==> config.mk <==
export PLATFORM = sky130hd
export DESIGN_NAME = m_mem_access_ctrl
export DESIGN_NICKNAME = d
export VERILOG_FILES = /design/src/rtl/m_mem_access_ctrl.sv
export SDC_FILE = /design/constraint.sdc
export NUM_CORES = 1
export LEC_CHECK = 0
export BUFFER_PORTS_ARGS = -buffer_cell sky130_fd_sc_hd__buf_2
export CAP_MARGIN = 20
export CORE_ASPECT_RATIO = 0.9
export CORE_MARGIN = 2
export CORE_UTILIZATION = 30
export DETAILED_ROUTE_END_ITERATION = 10
export HOLD_SLACK_MARGIN = 0.02
export MAX_ROUTING_LAYER = met4
export SYNTH_ARGS = -nofsm -noshare
export SYNTH_HDL_FRONTEND = slang
export SYNTH_SLANG_ARGS = --single-unit
==> constraint.sdc <==
create_clock -name clk -period 3.45 [get_ports clk]
set_input_delay 0.345 -clock clk [delete_from_list [all_inputs] [get_ports clk]]
set_output_delay 0.345 -clock clk [all_outputs]
set_load 0.1 [all_outputs]
==> src/rtl/m_mem_access_ctrl.sv <==
// Memory-stage load/store unit: alignment/map checks, req/ack bus master, load extension.
// Optional MEM_TIMEOUT_EN aborts a bus access after TIMEOUT_CYCLES cycles without bus_ack.
module m_mem_access_ctrl #(
    parameter int TIMEOUT_CYCLES = 255
) (
    input  logic        clk,
    input  logic        reset,
    input  logic        req_valid,
    input  logic [2:0]  req_op,
    input  logic [31:0] req_addr,
    input  logic [31:0] req_wdata,
    input  logic        req_addr_ovf,
    output logic        bus_req,
    output logic        bus_we,
    output logic [31:0] bus_addr,
    output logic [3:0]  bus_be,
    output logic [31:0] bus_wdata,
    input  logic        bus_ack,
    input  logic [31:0] bus_rdata,
    output logic        busy,
    output logic        resp_valid,
    output logic [31:0] resp_rdata,
    output logic        exc_adel,
    output logic        exc_ades
);
    typedef enum logic [1:0] {IDLE, BUS, RESP} state_t;

    state_t      state_q, state_d;
    logic        bus_req_q, bus_req_d;
    logic        bus_we_q, bus_we_d;
    logic [31:0] addr_q, addr_d;
    logic [3:0]  bus_be_q, bus_be_d;
    logic [31:0] bus_wdata_q, bus_wdata_d;
    logic [2:0]  op_q, op_d;
    logic        resp_valid_q, resp_valid_d;
    logic [31:0] resp_rdata_q, resp_rdata_d;
    logic        exc_adel_q, exc_adel_d;
    logic        exc_ades_q, exc_ades_d;

    logic        is_store, is_word, is_half;
    logic        in_dm, in_tc, in_ig, misaligned, fault;
    logic [3:0]  be_calc;
    logic [31:0] wdata_calc, load_ext;
    logic [15:0] rd_half;
    logic [7:0]  rd_byte;

    assign is_store = req_op[2] & (req_op[1] | req_op[0]);
    assign is_word  = (req_op == 3'b000) || (req_op == 3'b101);
    assign is_half  = (req_op == 3'b001) || (req_op == 3'b010) || (req_op == 3'b110);

    assign in_dm = (req_addr <= 32'h0000_2FFF);
    assign in_tc = ((req_addr >= 32'h0000_7F00) && (req_addr <= 32'h0000_7F0B)) ||
                   ((req_addr >= 32'h0000_7F10) && (req_addr <= 32'h0000_7F1B));
    assign in_ig = (req_addr >= 32'h0000_7F20) && (req_addr <= 32'h0000_7F23);

    assign misaligned = (is_word && (req_addr[1:0] != 2'b00)) || (is_half && req_addr[0]);

    // Timer/counter registers only accept full-word accesses, and the count registers are read-only.
    assign fault = req_addr_ovf || misaligned || !(in_dm || in_tc || in_ig) ||
                   (in_tc && !is_word) ||
                   (is_store && ((req_addr == 32'h0000_7F08) || (req_addr == 32'h0000_7F18)));

    always_comb begin
        be_calc    = 4'b1111;
        wdata_calc = req_wdata;
        if (is_half) begin
            be_calc    = req_addr[1] ? 4'b1100 : 4'b0011;
            wdata_calc = {2{req_wdata[15:0]}};
        end else if (!is_word) begin
            be_calc    = 4'b0001 << req_addr[1:0];
            wdata_calc = {4{req_wdata[7:0]}};
        end
    end

    always_comb begin
        rd_half = addr_q[1] ? bus_rdata[31:16] : bus_rdata[15:0];
        case (addr_q[1:0])
            2'b00:   rd_byte = bus_rdata[7:0];
            2'b01:   rd_byte = bus_rdata[15:8];
            2'b10:   rd_byte = bus_rdata[23:16];
            default: rd_byte = bus_rdata[31:24];
        endcase
        case (op_q)
            3'b000:  load_ext = bus_rdata;
            3'b001:  load_ext = {{16{rd_half[15]}}, rd_half};
            3'b010:  load_ext = {16'h0000, rd_half};
            3'b011:  load_ext = {{24{rd_byte[7]}}, rd_byte};
            3'b100:  load_ext = {24'h00_0000, rd_byte};
            default: load_ext = 32'h0;
        endcase
    end

`ifdef MEM_TIMEOUT_EN
    localparam int CW = (TIMEOUT_CYCLES > 1) ? $clog2(TIMEOUT_CYCLES) : 1;
    logic [CW-1:0] cnt_q, cnt_d;
    logic          expired;
    assign expired = (cnt_q == CW'(TIMEOUT_CYCLES - 1));
`endif

    always_comb begin
        state_d      = state_q;
        bus_req_d    = bus_req_q;
        bus_we_d     = bus_we_q;
        addr_d       = addr_q;
        bus_be_d     = bus_be_q;
        bus_wdata_d  = bus_wdata_q;
        op_d         = op_q;
        resp_valid_d = 1'b0;
        resp_rdata_d = 32'h0;
        exc_adel_d   = 1'b0;
        exc_ades_d   = 1'b0;
`ifdef MEM_TIMEOUT_EN
        cnt_d        = '0;
`endif
        case (state_q)
            IDLE: if (req_valid) begin
                op_d   = req_op;
                addr_d = req_addr;
                if (fault) begin
                    state_d      = RESP;
                    resp_valid_d = 1'b1;
                    exc_adel_d   = !is_store;
                    exc_ades_d   = is_store;
                end else begin
                    state_d     = BUS;
                    bus_req_d   = 1'b1;
                    bus_we_d    = is_store;
                    bus_be_d    = be_calc;
                    bus_wdata_d = wdata_calc;
                end
            end
            BUS: begin
                if (bus_ack) begin
                    state_d      = RESP;
                    bus_req_d    = 1'b0;
                    resp_valid_d = 1'b1;
                    resp_rdata_d = bus_we_q ? 32'h0 : load_ext;
                end
`ifdef MEM_TIMEOUT_EN
                else if (expired) begin
                    state_d      = RESP;
                    bus_req_d    = 1'b0;
                    resp_valid_d = 1'b1;
                    exc_adel_d   = !bus_we_q;
                    exc_ades_d   = bus_we_q;
                end else begin
                    cnt_d = cnt_q + 1'b1;
                end
`endif
            end
            default: state_d = IDLE;
        endcase
    end

    always_ff @(posedge clk or posedge reset) begin
        if (reset) begin
            state_q      <= IDLE;
            bus_req_q    <= 1'b0;
            bus_we_q     <= 1'b0;
            addr_q       <= 32'h0;
            bus_be_q     <= 4'h0;
            bus_wdata_q  <= 32'h0;
            op_q         <= 3'b000;
            resp_valid_q <= 1'b0;
            resp_rdata_q <= 32'h0;
            exc_adel_q   <= 1'b0;
            exc_ades_q   <= 1'b0;
`ifdef MEM_TIMEOUT_EN
            cnt_q        <= '0;
`endif
        end else begin
            state_q      <= state_d;
            bus_req_q    <= bus_req_d;
            bus_we_q     <= bus_we_d;
            addr_q       <= addr_d;
            bus_be_q     <= bus_be_d;
            bus_wdata_q  <= bus_wdata_d;
            op_q         <= op_d;
            resp_valid_q <= resp_valid_d;
            resp_rdata_q <= resp_rdata_d;
            exc_adel_q   <= exc_adel_d;
            exc_ades_q   <= exc_ades_d;
`ifdef MEM_TIMEOUT_EN
            cnt_q        <= cnt_d;
`endif
        end
    end

    assign bus_req    = bus_req_q;
    assign bus_we     = bus_we_q;
    assign bus_addr   = {addr_q[31:2], 2'b00};
    assign bus_be     = bus_be_q;
    assign bus_wdata  = bus_wdata_q;
    assign busy       = ((state_q == IDLE) && req_valid) || (state_q == BUS);
    assign resp_valid = resp_valid_q;
    assign resp_rdata = resp_rdata_q;
    assign exc_adel   = exc_adel_q;
    assign exc_ades   = exc_ades_q;
endmodule

==> flow_summary.ini <==
[cts]
postCtsHoldBufs = 0
htreeDepth = 3
clk_pin_slew_ns = 0.07
clk_latency_ns = 0.35
cts.sinks = 110
cts-root-buf = clkbuf_16
cts_buffers = 9
clockBufferDepth = 2
cts_tree = done
cts_resized = 0
cts_setup_buffers = 0

[sta]
fin_crit_ns = 2.40
rsz0062_at_grt = false
max_freq_ghz = 0.416
tns_ns = 0
hold_viol = 0
maxSlewHeadroom = 0.487
skew_ns = 0.00538
holdWs_ns = 0.102
fin_crit_sh = 0.696
final-setup-viol-count = 0
slew_viol_final = 0
worstMarginPinSlew_ns = 0.770

[floorplan]
fp.dieH_um = 132
fp.dieW_um = 147
design.core.area_mm2 = 0.0178
die-area_mm2 = 0.0194
rows = 46
start_util = 0.309
boundaryPins = 210

[power_and_ir_drop]
p_leak_uw = 0.00349
p_int_uw = 2260
seqPwrFrac = 0.404
power.density_mw_per_mm2 = 509
power_frac_clock = 0.321
peakVddDrop_mv = 0.336
combinationalPowerShare = 0.276
switching_share = 0.354
p_switching_uw = 1240

[critical_path]
cp-end-kind = flop
required_ns = 3.68
critical_path.max_stage_delay_ns = 0.43
cp.arrival_ns = 2.63
crit_fanout = 16
cp_cell_sequence = buf_2, nor4bb_1, o2111ai_1, a2111oi_4, nand3_2, buf_4, mux2_1
start_kind = input port
critPathKind = in -> reg
cpMaxStageDelayCell = a2111oi_4

[flow_run]
maxCapViolCount = 0

[cells_and_area]
syn_to_final_growth_pct = 25.3
antenna_cells = 0
final_common_cell = buf_2
final_cell_mix = buf_2 (207), dfrtp_1 (110), mux2_2 (66)
drive_gt1_frac = 0.519
fin_nets = 718

[route]
drc = 0
wl_um = 14800
firstDrtPassIters = 5
ant_nets = 0
first_iter_violations = 138
via_count = 4171
vias_per_cell = 4.86
post_drt_wl_per_cell_um = 17.2

[logic_synthesis]
synthDistinctLibCells = 42
ys_warn_count = 0
async_reset_ff_frac = 1.00
avgSynthCellArea_um2 = 12.4
yosys_most_used_dff = dfrtp_1
synth_edf_count = 0
syn_area_mm2 = 0.00550
synth-seq-area-share = 0.501
synthCells = 444
ys_ff_latch = 110

[placement]
gp_congestion = 0.893
place.port_buffers = 207
post-dp-hpwl_um = 11000

[worst_hold_path]
hp-class = in -> async

[global_routing]
grt_util_all_layers = 0.160
antenna_found_initial = 0
grt_pass1_wl_um = 23800
grt_overflow = 0
grt_pass1_vias = 4369
grt_max_degree = 55

[status]
status = completed
-- area by class of cell --
type / instances / area, µm²
inverters: 7 / 28.8
clock buffers: 11 / 233
multi-input cells: 269 / 2370
repair buffers: 217 / 1110
well taps: 240 / 300
flip-flops and latches: 110 / 2750
clock inverters: 5 / 83.8
fillers: 1725 / 10900
-- critical path, delay by kind of cell --
kind | cells | cell delay, ns
mux | 1 | 0.34
buf+inv | 2 | 0.46
simple gates | 2 | 0.80
compound gates | 2 | 0.67
-- through the flow --
step	setup WS [ns]	cell area (µm²)	util	power, µW	instances
after CTS	1.02	6880	0.387	3550	858
final	1.05	6890	0.387	3500	859
after detailed placement	0.639	6560	0.369	2410	842
after global placement	0.682	6560	0.369	2390	842
after global routing	0.786	6890	0.387	3660	859
after floorplan	0.203	5500	-	2260	445
-- layer usage --
metal	vias up	track usage	routed length (µm)
met4	0	0.0588	351
met2	188	0.251	6910
met1	2051	0.199	6480
met3	22	0.0417	1020
met5	-	-	0
li1	1910	-	-
-- flip-flops by register name, indices dropped and copies added (netlist names), 2 cells and up --
signal      cells
bus_wdata      32
op_q            3
addr_q         32
bus_be          4
state_q         2
resp_rdata     32
-- worst paths after layout --
check                                 end  slack [ns]  cells after the start          from
min reg2reg                  bus_wdata[5]        0.49                      1  bus_wdata[5]
min                             addr_q[6]        0.10                      2         reset
min in group clk               state_q[0]        0.20                      2       bus_ack
max                         bus_wdata[28]        1.05                      7   req_addr[7]
max in group asynchronous  resp_rdata[31]        2.49                      3         reset
max reg2reg                resp_rdata[18]        1.32                      5     addr_q[0]
-- kinds of logic after synthesis --
kind of cell             Yosys count  synth area share
buffers and inverters             66            0.0697
other                              1          0.000682
adder cells (fa/ha/maj)            1           0.00182
flip-flops                       110             0.501
AND/OR/NAND/NOR                   75            0.0674
AO/OA/AOI/OAI                     71            0.0822
XOR/XNOR                           1           0.00159
multiplexers                     119             0.276
-- synthesized netlist by cell type (2+ instances only) --
library cell    n  share of area
inv_1           7         0.0048
a21o_1          2         0.0027
buf_4          33          0.045
mux2_1         34          0.070
o21ai_0         9         0.0082
nor3b_1         2         0.0027
a222oi_1        2         0.0036
mux2_2         66           0.14
nand2b_1        6         0.0068
o2111ai_1       3         0.0048
mux2i_1         3         0.0055
buf_1           4         0.0027
nor3_1          2         0.0018
and3_1          3         0.0034
nor2_1         13         0.0089
clkbuf_1       18          0.012
a22oi_1        14          0.019
o21a_1          2         0.0027
dfrtp_1       110           0.50
buf_2           3         0.0027
and2_1          3         0.0034
mux4_2         16          0.066
a21oi_1        35          0.032
nand2_1        34          0.023
nor4_1          3         0.0034
-- power groups by stage --
stage	Clock (µW)	Combinational [µW]	Sequential, µW
after floorplan	0	841	1420
after global placement	0	957	1440
after detailed placement	0	970	1440
after CTS	1160	972	1410
after global routing	1220	1020	1430
final	1120	965	1410
Note: power is estimated with default switching activity, not from simulation.
